===== config.mk =====
export PLATFORM = sky130hd
export DESIGN_NAME = led_phase_scheduler
export DESIGN_NICKNAME = d
export VERILOG_FILES = /design/src/rtl/led_sched_pkg.sv /design/src/rtl/adc_window_avg.sv /design/src/rtl/led_phase_scheduler.sv
export SDC_FILE = /design/constraint.sdc
export NUM_CORES = 1
export LEC_CHECK = 0
export BUFFER_PORTS_ARGS = -buffer_cell sky130_fd_sc_hd__buf_2
export CORE_MARGIN = 4
export CORE_UTILIZATION = 50
export DETAILED_ROUTE_END_ITERATION = 6
export GPL_TIMING_DRIVEN = 0
export PLACE_DENSITY = 0.75
export SYNTH_ARGS = -nofsm -noshare
export SYNTH_HDL_FRONTEND = slang
export SYNTH_HIERARCHICAL = 1
export SYNTH_SLANG_ARGS = --single-unit

===== constraint.sdc =====
create_clock -name CLK -period 2.16 [get_ports CLK]
set_input_delay 0 -clock CLK [delete_from_list [all_inputs] [get_ports CLK]]
set_output_delay 0 -clock CLK [all_outputs]
set_load 0.01 [all_outputs]

===== src/rtl/led_sched_pkg.sv =====
// Shared state encoding, configuration payload, timing defaults and log2 helper
// for the LED phase scheduler.
package led_sched_pkg;

  localparam int unsigned PHASE_CYCLES_DEF  = 12;
  localparam int unsigned SETTLE_CYCLES_DEF = 4;
  localparam int unsigned ADC_W_DEF         = 8;
  localparam int unsigned PGA_W             = 4;
  localparam int unsigned DC_W              = 7;

  typedef enum logic [1:0] {
    ST_IDLE = 2'd0,
    ST_RED  = 2'd1,
    ST_IR   = 2'd2,
    ST_DARK = 2'd3
  } sched_state_e;

  // Per-frame LED settings, captured at frame start
  typedef struct packed {
    logic [PGA_W-1:0] red_pga;
    logic [DC_W-1:0]  red_dc;
    logic [PGA_W-1:0] ir_pga;
    logic [DC_W-1:0]  ir_dc;
  } led_cfg_t;

  function automatic int unsigned log2_ceil(input int unsigned v);
    int unsigned r;
    r = 0;
    for (int unsigned i = 0; i < 32; i++) begin
      if ((64'd1 << i) < 64'(v)) r = i + 1;
    end
    return r;
  endfunction

endpackage


===== src/rtl/adc_window_avg.sv =====
// Windowed ADC accumulator shared by all phases; avg is the rounded-down mean
// including the sample presented on the clearing cycle.
module adc_window_avg
  import led_sched_pkg::*;
#(
  parameter int unsigned ADC_W = ADC_W_DEF,
  parameter int unsigned N     = PHASE_CYCLES_DEF - SETTLE_CYCLES_DEF
) (
  input  logic             CLK,
  input  logic             rst_n,
  input  logic             clr,
  input  logic             acc_en,
  input  logic [ADC_W-1:0] ADC,
  output logic [ADC_W-1:0] avg
);

  localparam int unsigned SHIFT = log2_ceil(N);
  localparam int unsigned ACC_W = ADC_W + SHIFT;

  logic [ACC_W-1:0] acc_q, acc_d, sum_c;

  always_comb begin
    sum_c = acc_q;
    if (acc_en) sum_c = acc_q + ACC_W'(ADC);
    acc_d = clr ? '0 : sum_c;
  end

  assign avg = ADC_W'(sum_c >> SHIFT);

  always_ff @(posedge CLK or negedge rst_n) begin
    if (!rst_n) acc_q <= '0;
    else        acc_q <= acc_d;
  end

endmodule


===== src/rtl/led_phase_scheduler.sv =====
// Time-multiplexed RED -> IR (-> DARK) LED scheduler with per-phase ADC averaging.
// Define LED_SCHED_DARK_PHASE_EN for the ambient DARK phase and corrected outputs.
module led_phase_scheduler
  import led_sched_pkg::*;
#(
  parameter int unsigned PHASE_CYCLES  = PHASE_CYCLES_DEF,
  parameter int unsigned SETTLE_CYCLES = SETTLE_CYCLES_DEF,
  parameter int unsigned ADC_W         = ADC_W_DEF
) (
  input  logic             CLK,
  input  logic             rst_n,
  input  logic             en,
  input  logic [PGA_W-1:0] RED_PGA,
  input  logic [DC_W-1:0]  RED_DC_Comp,
  input  logic [PGA_W-1:0] IR_PGA,
  input  logic [DC_W-1:0]  IR_DC_Comp,
  input  logic [ADC_W-1:0] ADC,
  output logic             LED_RED,
  output logic             LED_IR,
  output logic [PGA_W-1:0] PGA_Gain,
  output logic [DC_W-1:0]  DC_Comp,
  output logic [ADC_W-1:0] RED_ADC_Value,
  output logic [ADC_W-1:0] IR_ADC_Value,
`ifdef LED_SCHED_DARK_PHASE_EN
  output logic [ADC_W-1:0] DARK_ADC_Value,
`endif
  output logic             sample_valid,
  output logic             busy
);

  localparam int unsigned N          = PHASE_CYCLES - SETTLE_CYCLES;
  localparam int unsigned CNT_W      = (log2_ceil(PHASE_CYCLES) > 0) ? log2_ceil(PHASE_CYCLES) : 1;
  localparam logic [CNT_W-1:0] CNT_LAST   = CNT_W'(PHASE_CYCLES - 1);
  localparam logic [CNT_W-1:0] CNT_SETTLE = CNT_W'(SETTLE_CYCLES);

  sched_state_e     state_q, state_d;
  logic [CNT_W-1:0] cnt_q, cnt_d;
  led_cfg_t         cfg_q, cfg_d;
  logic [ADC_W-1:0] red_res_q, red_res_d;
  logic             led_red_q, led_red_d, led_ir_q, led_ir_d;
  logic [PGA_W-1:0] pga_q, pga_d;
  logic [DC_W-1:0]  dc_q, dc_d;
  logic [ADC_W-1:0] red_val_q, red_val_d, ir_val_q, ir_val_d;
  logic             valid_q, valid_d, busy_q, busy_d;
  logic             last_c, acc_en_c, clr_c, frame_end_c, start_c;
  logic [ADC_W-1:0] avg_c;

`ifdef LED_SCHED_DARK_PHASE_EN
  logic [ADC_W-1:0] ir_res_q, ir_res_d, dark_val_q, dark_val_d;

  function automatic logic [ADC_W-1:0] sat_sub(input logic [ADC_W-1:0] a, input logic [ADC_W-1:0] b);
    return (a > b) ? a - b : '0;
  endfunction
`endif

  adc_window_avg #(
    .ADC_W (ADC_W),
    .N     (N)
  ) u_avg (
    .CLK    (CLK),
    .rst_n  (rst_n),
    .clr    (clr_c),
    .acc_en (acc_en_c),
    .ADC    (ADC),
    .avg    (avg_c)
  );

  // Next state, phase results and frame outputs
  always_comb begin
    last_c      = (cnt_q == CNT_LAST);
    acc_en_c    = (state_q != ST_IDLE) && (cnt_q >= CNT_SETTLE);
    clr_c       = (state_q != ST_IDLE) && last_c;
    state_d     = state_q;
    cnt_d       = cnt_q;
    cfg_d       = cfg_q;
    red_res_d   = red_res_q;
    red_val_d   = red_val_q;
    ir_val_d    = ir_val_q;
    valid_d     = 1'b0;
    frame_end_c = 1'b0;
    start_c     = 1'b0;
`ifdef LED_SCHED_DARK_PHASE_EN
    ir_res_d    = ir_res_q;
    dark_val_d  = dark_val_q;
`endif

    if (state_q != ST_IDLE) cnt_d = last_c ? '0 : cnt_q + CNT_W'(1);

    case (state_q)
      ST_IDLE: start_c = en;
      ST_RED: begin
        if (last_c) begin
          red_res_d = avg_c;
          state_d   = ST_IR;
        end
      end
      ST_IR: begin
        if (last_c) begin
`ifdef LED_SCHED_DARK_PHASE_EN
          ir_res_d    = avg_c;
          state_d     = ST_DARK;
`else
          frame_end_c = 1'b1;
          red_val_d   = red_res_q;
          ir_val_d    = avg_c;
`endif
        end
      end
`ifdef LED_SCHED_DARK_PHASE_EN
      ST_DARK: begin
        if (last_c) begin
          frame_end_c = 1'b1;
          red_val_d   = sat_sub(red_res_q, avg_c);
          ir_val_d    = sat_sub(ir_res_q, avg_c);
          dark_val_d  = avg_c;
        end
      end
`endif
      default: state_d = ST_IDLE;
    endcase

    // en only matters on the last cycle of a frame (or while idle)
    if (frame_end_c) begin
      valid_d = 1'b1;
      if (en) start_c = 1'b1;
      else    state_d = ST_IDLE;
    end

    if (start_c) begin
      state_d       = ST_RED;
      cnt_d         = '0;
      cfg_d.red_pga = RED_PGA;
      cfg_d.red_dc  = RED_DC_Comp;
      cfg_d.ir_pga  = IR_PGA;
      cfg_d.ir_dc   = IR_DC_Comp;
    end

    // Drive outputs for the phase being entered so they switch on its cycle 0
    led_red_d = 1'b0;
    led_ir_d  = 1'b0;
    pga_d     = '0;
    dc_d      = '0;
    case (state_d)
      ST_RED: begin
        led_red_d = 1'b1;
        pga_d     = cfg_d.red_pga;
        dc_d      = cfg_d.red_dc;
      end
      ST_IR: begin
        led_ir_d = 1'b1;
        pga_d    = cfg_d.ir_pga;
        dc_d     = cfg_d.ir_dc;
      end
      ST_DARK: begin
        pga_d = cfg_d.ir_pga;
        dc_d  = cfg_d.ir_dc;
      end
      default: ;
    endcase
    busy_d = (state_d != ST_IDLE);
  end

  always_ff @(posedge CLK or negedge rst_n) begin
    if (!rst_n) begin
      state_q    <= ST_IDLE;
      cnt_q      <= '0;
      cfg_q      <= '0;
      red_res_q  <= '0;
      led_red_q  <= 1'b0;
      led_ir_q   <= 1'b0;
      pga_q      <= '0;
      dc_q       <= '0;
      red_val_q  <= '0;
      ir_val_q   <= '0;
      valid_q    <= 1'b0;
      busy_q     <= 1'b0;
`ifdef LED_SCHED_DARK_PHASE_EN
      ir_res_q   <= '0;
      dark_val_q <= '0;
`endif
    end else begin
      state_q    <= state_d;
      cnt_q      <= cnt_d;
      cfg_q      <= cfg_d;
      red_res_q  <= red_res_d;
      led_red_q  <= led_red_d;
      led_ir_q   <= led_ir_d;
      pga_q      <= pga_d;
      dc_q       <= dc_d;
      red_val_q  <= red_val_d;
      ir_val_q   <= ir_val_d;
      valid_q    <= valid_d;
      busy_q     <= busy_d;
`ifdef LED_SCHED_DARK_PHASE_EN
      ir_res_q   <= ir_res_d;
      dark_val_q <= dark_val_d;
`endif
    end
  end

  assign LED_RED       = led_red_q;
  assign LED_IR        = led_ir_q;
  assign PGA_Gain      = pga_q;
  assign DC_Comp       = dc_q;
  assign RED_ADC_Value = red_val_q;
  assign IR_ADC_Value  = ir_val_q;
  assign sample_valid  = valid_q;
  assign busy          = busy_q;
`ifdef LED_SCHED_DARK_PHASE_EN
  assign DARK_ADC_Value = dark_val_q;
`endif

endmodule


==> impl_metrics.json <==
{
  "yosysSeqAreaShare_pct": 52.74,
  "start_util_pct": 51.30,
  "synth_most_common_cell": "dfrtp_1",
  "wl_per_cell_um": 15.84,
  "yosysUniqueCellTypes": 42,
  "place_congestion": 0.8708,
  "syn-num-nets": 357,
  "netlist_top_cells_count": "dfrtp_1 (78), nand2_1 (40), mux2_2 (39)",
  "p_per_area_mw_per_mm2": 1339,
  "setup_viol": 0,
  "tightest_slew_ps": 543.2,
  "placed_cells": 477,
  "drt.antenna.violating_nets": 0,
  "die-area_mm2": 0.008843,
  "clock_sinks": 78,
  "yosys_warnings": 6,
  "io_buffer_count": 63,
  "netlist_instances": 314,
  "cts_root_buffer": "clkbuf_8",
  "endpoint_kind": "flip-flop",
  "drt_wl_total_um": 8187,
  "area_growth_pct": 28.36,
  "run_status": "complete, no violations",
  "drc": 0,
  "slew_violations": 0,
  "grt_pass1_vias": 2941,
  "rows": 31,
  "critPathArrivalTime_ps": 2350,
  "grt_overflow": 0,
  "ys.flop_type": "dfrtp_1",
  "slew_headroom_pct": 63.79,
  "route.met3.wl_um": 452,
  "synth_edf_count": 0,
  "fin_skew_ps": 16.13,
  "async_reset_ff_share_pct": 100.0,
  "crit_required_ps": 2420,
  "yosysTopAreaCellShare_pct": 52.74,
  "track_usage_pct": 20.07,
  "dp_hpwl_um": 5568,
  "die_w_um": 94.04,
  "dr_wl_met2_um": 4044,
  "crit_type": "reg -> reg",
  "grt_max_degree": 52,
  "synth_seq_cells": 78,
  "period_needed_ps": 2095,
  "firstDrtPassIters": 5,
  "hold_depth": 4,
  "crit_fanout": 3,
  "yosys.area.top_type": "dfrtp_1",
  "grt_pass1_wl_um": 13600,
  "vias": 2818,
  "drv_cap": 0,
  "vias_per_cell": 5.451,
  "peakVddDrop_v": 0.0006928,
  "synth_area_mm2": 0.003701,
  "coreArea_mm2": 0.007214,
  "r2r_cells": 7,
  "wl_met1_um": 3501,
  "hold_class": "in -> reg",
  "fin_nets": 456,
  "final_hold_viol_count": 0,
  "dr.max_layer_used": "met4",
  "postCtsSetupRepairBufs": 0,
  "htreeDepth": 3,
  "drive_gt1_share_pct": 35.41,
  "cts_tree": "yes",
  "drt_iter0_markers": 139,
  "critPathLaunchType": "flip-flop",
  "period_share_pct": 97.00,
  "clk_pin_slew_worst_paths_ps": 90,
  "fin_setup_tns_ps": 0,
  "num_io_pins": 64,
  "power.leakage_nw": 2.332,
  "syn_avg_cell_area_um2": 11.79,
  "antenna_found_initial": 0,
  "synthTopCellsByArea": "dfrtp_1 (53%), mux2_2 (12%), nand2_1 (4.1%)",
  "fmax_mhz": 477.3,
  "dieHeight_um": 94.04,
  "clk_latency_ps": 360,
  "final_cells": 517,
  "clk_path_buf_depth": 2,
  "cts-buffers-inserted": 9,
  "diodes": 0
}
## cell type report
cell class              instances  area, µm²
plain buffers                  16      92.59
clock buffers                  10      137.6
clock inverters                 6      115.1
fillers                       545       2464
inverters                       2      11.26
multi-input cells             218       1733
flip-flops and latches         78       1952
well taps                      99      123.9
repair buffers                 88      585.6
## report_power, final
group | total [mW] | internal [mW] | switching (mW)
clock | 1.37 | 0.807 | 0.560
sequential | 2.34 | 2.02 | 0.317
combinational | 2.66 | 1.29 | 1.37
## cell families after synthesis
group                      synth area share [%]
AOI/OAI and AO/OA                         13.86
xor gates and xnor gates                 0.9468
adders and majority gates                 3.584
buffers and inverters                     2.400
DFF                                       52.74
muxes                                     16.53
and+or+nand+nor                           9.939
## placed cells by master, fill, tap and decap left out, types with 5 or more instances in the layout
master | netlist | final
a21o_1 | 7 | 6
a21oi_1 | 12 | 11
a221o_1 | 11 | 11
a31oi_1 | 13 | 13
buf_2 | 5 | 66
clkbuf_1 | 6 | 5
clkbuf_8 | 0 | 10
dfrtp_1 | 78 | 78
dlygate4sd3_1 | 0 | 24
ha_1 | 9 | 8
mux2_1 | 10 | 9
mux2_2 | 39 | 38
nand2_1 | 40 | 40
nand2b_1 | 6 | 6
nor2_1 | 13 | 11
o21ai_0 | 17 | 17
o22ai_1 | 5 | 5
## per-stage QoR
stage	setup slack, ps	total power [mW]	hold slack, ps	cell area (µm²)	util [%]
2_1_floorplan	85.18	4.141	-295.6	3701	-
3_3_place_gp	-84.96	4.699	232.6	4140	57.39
3_5_place_dp	-130.6	4.816	-50.40	4170	57.80
4_1_cts	16.05	6.267	38.59	4683	64.92
5_1_grt	-3.823	6.829	84.83	4751	65.85
6_report	64.81	6.362	38.42	4751	65.85
## per-layer routing
layer,vias up,global-route usage [%]
met5,-,0
met4,0,10.83
met3,24,4.647
met2,90,33.77
met1,1357,23.71
li1,1347,-
## state kept, by name, indices dropped and copies added (netlist names)
register / count
DC_Comp: 7
IR_ADC_Value: 8
LED_IR: 1
LED_RED: 1
PGA_Gain: 4
RED_ADC_Value: 8
busy: 1
cfg_q: 22
cnt_q: 4
red_res_q: 8
sample_valid: 1
state_q: 2
u_avg/acc_q: 11
## critical path: stages, from the launching register on
cell	delay, ps
dfrtp_1	410
ha_4	180
fa_2	360
a21o_4	240
a221oi_4	290
or3_4	190
nand2_1	60
mux2_2	280
## path summary, 6_finish.rpt
path	endpoint	start	slack, ps
setup / recovery	red_res_q[7]$_DFFE_PN0P_	u_avg/acc_q[0]$_DFFE_PN0P_	60
hold / removal	u_avg/acc_q[0]$_DFFE_PN0P_	ADC[0]	40
setup reg to reg	red_res_q[7]$_DFFE_PN0P_	u_avg/acc_q[0]$_DFFE_PN0P_	60
hold reg to reg	RED_ADC_Value[1]$_DFFE_PN0N_	RED_ADC_Value[1]$_DFFE_PN0N_	490
max in group asynchronous	DC_Comp[5]$_DFF_PN0_	rst_n	1480
min in group asynchronous	red_res_q[2]$_DFFE_PN0P_	rst_n	100
## repair_timing
| item | CTS | global route |
|---|---|---|
| endpoints found under the hold margin | 112 | 0 |
| resized for setup | 5 | 16 |
| endpoints found under the setup margin | 8 | 15 |
| pin swaps | 3 | 3 |
| hold buffers | 24 | 0 |
No activity file was read; power rests on OpenSTA's default activity.
